===== config.mk =====
export PLATFORM = sky130hd
export DESIGN_NAME = mem_port_arbiter
export DESIGN_NICKNAME = d
export VERILOG_FILES = /design/src/rtl/mem_port_arbiter.sv
export SDC_FILE = /design/constraint.sdc
export NUM_CORES = 1
export LEC_CHECK = 0
export BUFFER_PORTS_ARGS = -buffer_cell sky130_fd_sc_hd__clkbuf_2
export CORE_ASPECT_RATIO = 1.4
export CORE_MARGIN = 1
export CORE_UTILIZATION = 39
export CTS_CLUSTER_SIZE = 12
export DETAILED_ROUTE_END_ITERATION = 10
export PLACE_DENSITY_LB_ADDON = 0.08
export SETUP_SLACK_MARGIN = 0.1
export SLEW_MARGIN = 40
export SYNTH_ARGS = -nofsm -noshare
export SYNTH_HDL_FRONTEND = slang
export SYNTH_SLANG_ARGS = --single-unit

===== constraint.sdc =====
create_clock -name clk -period 2.3 [get_ports clk]
set_input_delay 0.46 -clock clk [delete_from_list [all_inputs] [get_ports clk]]
set_output_delay 0.46 -clock clk [all_outputs]
set_load 0.005 [all_outputs]

===== src/rtl/mem_port_arbiter.sv =====
// Purpose: shares one single-ported memory between the fetch port and the load/store port.
// Latency: a request sampled at edge N drives mem_en in cycle N+1 and its ack in cycle N+2+MEM_LATENCY.
// Backpressure: requesters hold req and fields until their ack pulse. Build option ARB_ROUND_ROBIN_EN.
module mem_port_arbiter #(
  parameter int XLEN        = 32,
  parameter int MEM_LATENCY = 1,
  parameter int CNT_W       = 4
) (
  input  logic            clk,
  input  logic            reset,
  input  logic            if_req,
  input  logic [XLEN-1:0] if_addr,
  output logic [XLEN-1:0] if_rdata,
  output logic            if_ack,
  input  logic            d_req,
  input  logic            d_we,
  input  logic [XLEN-1:0] d_addr,
  input  logic [XLEN-1:0] d_wdata,
  input  logic [3:0]      d_wstrb,
  output logic [XLEN-1:0] d_rdata,
  output logic            d_ack,
  output logic            mem_en,
  output logic            mem_we,
  output logic [XLEN-1:0] mem_addr,
  output logic [XLEN-1:0] mem_wdata,
  output logic [3:0]      mem_wstrb,
  input  logic [XLEN-1:0] mem_rdata,
  output logic            busy
);

  typedef enum logic [1:0] {
    S_IDLE  = 2'd0,
    S_ISSUE = 2'd1,
    S_WAIT  = 2'd2,
    S_RESP  = 2'd3
  } state_t;

  // Owner encoding: 0 = fetch port, 1 = data port.
  localparam logic OWN_FETCH = 1'b0;
  localparam logic OWN_DATA  = 1'b1;
  localparam logic [CNT_W-1:0] LAT = CNT_W'(MEM_LATENCY);

  state_t            state_q, state_d;
  logic [CNT_W-1:0]  cnt_q, cnt_d;
  logic              owner_q, owner_d;
  logic              we_q, we_d;
  logic [XLEN-1:0]   addr_q, addr_d;
  logic [XLEN-1:0]   wdata_q, wdata_d;
  logic [3:0]        wstrb_q, wstrb_d;
  logic              mem_en_q, mem_en_d;
  logic [XLEN-1:0]   if_rdata_q, if_rdata_d;
  logic [XLEN-1:0]   d_rdata_q, d_rdata_d;
  logic              if_ack_q, if_ack_d;
  logic              d_ack_q, d_ack_d;
  logic              busy_q, busy_d;
  logic              tie_to_data;
  logic              pick_data;

  // Tie-break: fixed data priority, or alternate against the last grant owner.
  always_comb begin
`ifdef ARB_ROUND_ROBIN_EN
    tie_to_data = (owner_q == OWN_FETCH);
`else
    tie_to_data = 1'b1;
`endif
  end

  // Next-state, grant latching, counter and registered-output next values.
  always_comb begin
    state_d    = state_q;
    cnt_d      = cnt_q;
    owner_d    = owner_q;
    we_d       = we_q;
    addr_d     = addr_q;
    wdata_d    = wdata_q;
    wstrb_d    = wstrb_q;
    mem_en_d   = 1'b0;
    if_rdata_d = if_rdata_q;
    d_rdata_d  = d_rdata_q;
    if_ack_d   = 1'b0;
    d_ack_d    = 1'b0;
    pick_data  = 1'b0;

    case (state_q)
      S_IDLE: begin
        if (if_req || d_req) begin
          pick_data = d_req && (!if_req || tie_to_data);
          owner_d   = pick_data ? OWN_DATA : OWN_FETCH;
          if (pick_data) begin
            addr_d  = d_addr;
            wdata_d = d_wdata;
            we_d    = d_we;
            // Loads never carry byte enables to memory.
            wstrb_d = d_we ? d_wstrb : 4'b0000;
          end else begin
            addr_d  = if_addr;
            wdata_d = '0;
            we_d    = 1'b0;
            wstrb_d = 4'b0000;
          end
          // mem_en is registered, so raise it as we enter ISSUE.
          mem_en_d = 1'b1;
          state_d  = S_ISSUE;
        end
      end
      S_ISSUE: begin
        cnt_d   = CNT_W'(1);
        state_d = S_WAIT;
      end
      S_WAIT: begin
        if (cnt_q == LAT) begin
          // Stores also capture mem_rdata; the requester ignores it.
          if (owner_q == OWN_DATA) begin
            d_rdata_d = mem_rdata;
            d_ack_d   = 1'b1;
          end else begin
            if_rdata_d = mem_rdata;
            if_ack_d   = 1'b1;
          end
          state_d = S_RESP;
        end else begin
          cnt_d = cnt_q + CNT_W'(1);
        end
      end
      S_RESP: begin
        state_d = S_IDLE;
      end
      default: begin
        state_d = S_IDLE;
      end
    endcase

    busy_d = (state_d != S_IDLE);
  end

  // State and all output registers; reset abandons any in-flight access.
  always_ff @(posedge clk or negedge reset) begin
    if (!reset) begin
      state_q    <= S_IDLE;
      cnt_q      <= '0;
      owner_q    <= OWN_FETCH;
      we_q       <= 1'b0;
      addr_q     <= '0;
      wdata_q    <= '0;
      wstrb_q    <= 4'b0000;
      mem_en_q   <= 1'b0;
      if_rdata_q <= '0;
      d_rdata_q  <= '0;
      if_ack_q   <= 1'b0;
      d_ack_q    <= 1'b0;
      busy_q     <= 1'b0;
    end else begin
      state_q    <= state_d;
      cnt_q      <= cnt_d;
      owner_q    <= owner_d;
      we_q       <= we_d;
      addr_q     <= addr_d;
      wdata_q    <= wdata_d;
      wstrb_q    <= wstrb_d;
      mem_en_q   <= mem_en_d;
      if_rdata_q <= if_rdata_d;
      d_rdata_q  <= d_rdata_d;
      if_ack_q   <= if_ack_d;
      d_ack_q    <= d_ack_d;
      busy_q     <= busy_d;
    end
  end

  assign mem_en    = mem_en_q;
  assign mem_we    = we_q;
  assign mem_addr  = addr_q;
  assign mem_wdata = wdata_q;
  assign mem_wstrb = wstrb_q;
  assign if_rdata  = if_rdata_q;
  assign d_rdata   = d_rdata_q;
  assign if_ack    = if_ack_q;
  assign d_ack     = d_ack_q;
  assign busy      = busy_q;

endmodule


==> results.py <==
metrics = {
    "floorplanning": {
        "fp.dieH_um": 148.2,
        "rows": 53,
        "io_pins": 274,
        "die_w_um": 106.5,
        "core_area_um2": 14990,
        "fp.dieArea_um2": 15780,
        "initial_utilization_pct": 39.76,
    },
    "setup_path": {
        "cp.arrival_ns": 2.27,
        "critical_path.startpoint_type": "flip-flop",
        "cpPeakStageDelay_ns": 0.41,
        "timing.reg2reg.setup_slack_ns": 0.32,
        "timing.rr.start": "state_q[0]$_DFF_PN0_",
        "ff2ff_path_depth": 6,
        "crit_path_end_kind": "flip-flop",
        "timing.rr.end": "if_rdata[26]$_DFFE_PN0P_",
        "worstPathCellList": "inv_1, ha_2, nand4bb_1, nor2_4, buf_12, mux2_2",
        "worstPathRequired_ns": 2.59,
        "critical_path.slowest_cell": "dfrtp_1",
        "crit_fanout": 33,
        "critPathKind": "flip-flop to flip-flop",
    },
    "final_layout": {
        "nNetsFinal": 893,
        "multi_input_area_um2": 2156,
        "layout.area.seq_um2": 3603,
        "fin_area_um2": 8132,
        "n_fill_cell": 1386,
        "final_util_pct": 54.26,
        "n_antenna_cell": 0,
        "syn_to_final_growth_pct": 36.48,
        "fin_cells": 955,
        "drive_above_1_share_pct": 50.72,
    },
    "grt": {
        "grt_pass1_vias": 4594,
        "grt_pass1_wl_um": 22400,
        "grt_usage_pct": 18.40,
        "grt-ovfl-total": 0,
        "grt_max_degree": 82,
        "antenna_found_initial": 1,
    },
    "clock_network": {
        "cts_max_level": 4,
        "cts_tree": "yes",
        "clk_pin_slew_ns": 0.06,
        "cts_root_buf": "clkbuf_16",
        "cts_inserted_buffers": 17,
        "insertion_delay_ns": 0.41,
        "post-cts-setup-buffer-count": 0,
        "cts_resized": 0,
        "hold_buffers": 0,
        "cts_buffer_depth": 2,
        "cts_sinks": 144,
    },
    "timing": {
        "post-route-min-period_ns": 1.978,
        "max_freq_mhz": 505.6,
        "rsz0062_at_grt": "no",
        "fin_skew_ns": 0.01077,
        "setup_viol": 0,
        "setup-tns-final_ns": 0,
        "slew_headroom_pct": 63.97,
        "worst_pin_slew_ns": 0.5405,
        "period_share_pct": 86.00,
        "hold_viol_final": 0,
        "drv_slew": 0,
    },
    "yosys": {
        "synth_area_leader_cell": "dfrtp_1",
        "yosysMostFrequentCell": "dfrtp_1",
        "syn-instance-count": 476,
        "syn_nets": 619,
        "async_reset_ff_share_pct": 100.0,
        "ys_seq_area_share_pct": 60.48,
        "ys_ff_latch": 144,
        "yosysUniqueCellTypes": 30,
        "synth_flop_cell": "dfrtp_1",
        "netlist_area_um2": 5958,
        "syn_area_per_cell_um2": 12.52,
        "yosysTopAreaCellShare_pct": 60.48,
        "synth_area_leaders": "dfrtp_1 60%, mux2_4 7.3%, mux2_2 6.6%, nand2_1 6.3%, mux2i_1 5.4%",
        "synthTopCellsByCount": "144 x dfrtp_1, 100 x nand2_1, 35 x mux2_2, 35 x o21ai_0, 33 x nand3_1",
        "ys_warn_count": 0,
        "synth_edf_count": 0,
    },
    "hold_path": {
        "worstHoldPathType": "primary input to async pin",
    },
    "routing": {
        "drt_iter0_markers": 115,
        "drt_wl_total_um": 14060,
        "vias": 4460,
        "drc": 0,
        "routed_via_density": 4.670,
        "drt_pre_antenna_iters": 4,
        "ant_nets": 0,
        "routedWlPerCell_um": 14.72,
    },
    "pwr": {
        "p_switching_mw": 3.691,
        "p_sw_share_pct": 32.97,
        "clkPwrFrac_pct": 24.2,
        "total_power_mw": 11.19,
        "combPwrFrac_pct": 36.8,
        "cellLeakagePower_nw": 4.391,
        "p_int_mw": 7.504,
        "p_per_area_nw_per_um2": 1377,
        "ir_drop_mv": 0.5242,
        "seqPwrFrac_pct": 39.1,
    },
    "job": {
        "max_cap_violations": 0,
    },
    "place": {
        "numPortBuffers": 273,
        "place_congestion": 0.7876,
        "place_area_um2": 7545,
        "place_inst": 923,
        "dp_hpwl_um": 10500,
    },
    "run_status": {
        "status": "finished, final reports clean",
    },
}
==> flip-flops by register name (all words and copies together) (netlist names), 2 cells and up <==
name and count:
cnt_q 4, d_rdata 32, if_rdata 32, mem_addr 32, mem_wdata 32, mem_wstrb 4, state_q 2
==> metrics by stage <==
stage | hold WS, ns | setup WS (ns)
global placement | 0.4505 | 0.3369
detailed placement | 0.4546 | 0.2129
finish | 0.01513 | 0.3220
global route | 0.04417 | 0.2154
CTS | 0.01896 | 0.2031
floorplan | 0.1644 | 0.6440
==> cells in the final DEF, fill, tap and decap left out, types with 4 or more instances in the layout <==
cell type	count
clkbuf_2	271
dfrtp_1	144
nand2_1	100
mux2_2	35
o21ai_0	34
nand3_1	33
mux2i_1	32
mux2_4	29
clkbuf_16	17
buf_4	7
inv_1	6
ha_1	5
clkinvlp_4	5
inv_6	5
buf_12	5
a22o_1	4
==> cell families after synthesis <==
logic type / share of synthesized area (%)
AND/OR/NAND/NOR: 10.92
flip-flops: 60.48
multiplexers: 19.30
AO/OA/AOI/OAI: 4.242
buffers and inverters: 3.654
adder cells (fa/ha/maj): 1.260
XOR/XNOR: 0.1470
==> power by group through the flow <==
stage	sequential (mW)	clock [mW]	combinational [mW]
2_1_floorplan	4.46	0	2.30
3_3_place_gp	4.39	0	4.09
3_5_place_dp	4.42	0	4.21
4_1_cts	4.39	2.79	4.21
5_1_grt	4.54	2.88	4.58
6_report	4.37	2.71	4.11
==> worst max-delay path, delay by kind of cell (launching register included) <==
kind	cells	cell delay (ns)
adder cells (fa/ha/maj)	1	0.33
buffers and inverters	2	0.34
multiplexers	1	0.37
flip-flops	1	0.41
AND/OR/NAND/NOR	2	0.40
==> how the worst max path moves through the flow <==
stage,startpoint,end,slack (ns)
6_report,state_q[0]$_DFF_PN0_,if_rdata[26]$_DFFE_PN0P_,0.32
5_1_grt,state_q[0]$_DFF_PN0_,if_rdata[9]$_DFFE_PN0P_,0.22
4_1_cts,state_q[0]$_DFF_PN0_,if_rdata[26]$_DFFE_PN0P_,0.20
3_5_place_dp,state_q[0]$_DFF_PN0_,if_rdata[27]$_DFFE_PN0P_,0.21
3_3_place_gp,state_q[0]$_DFF_PN0_,if_rdata[7]$_DFFE_PN0P_,0.34
2_1_floorplan,state_q[0]$_DFF_PN0_,if_rdata[10]$_DFFE_PN0P_,0.64
==> layer usage <==
layer  vias to the layer above  global-route usage [%]  part of all wire [%]
li1                       2162                       -                     -
met1                      2099                   21.28                    41
met3                        21                   5.697                   7.3
met5                         -                       0                     0
met2                       178                   31.20                    50
met4                         0                   8.219                   2.2
==> final cells by class <==
cell class	instances	area share, %
inverters	6	0.2770
repair buffers	285	18.76
well taps	192	2.954
multi-input cells	296	26.51
clock inverters	14	1.785
flip-flops and latches	144	44.31
clock buffers	18	5.401
(Power assumes the default switching activity.)
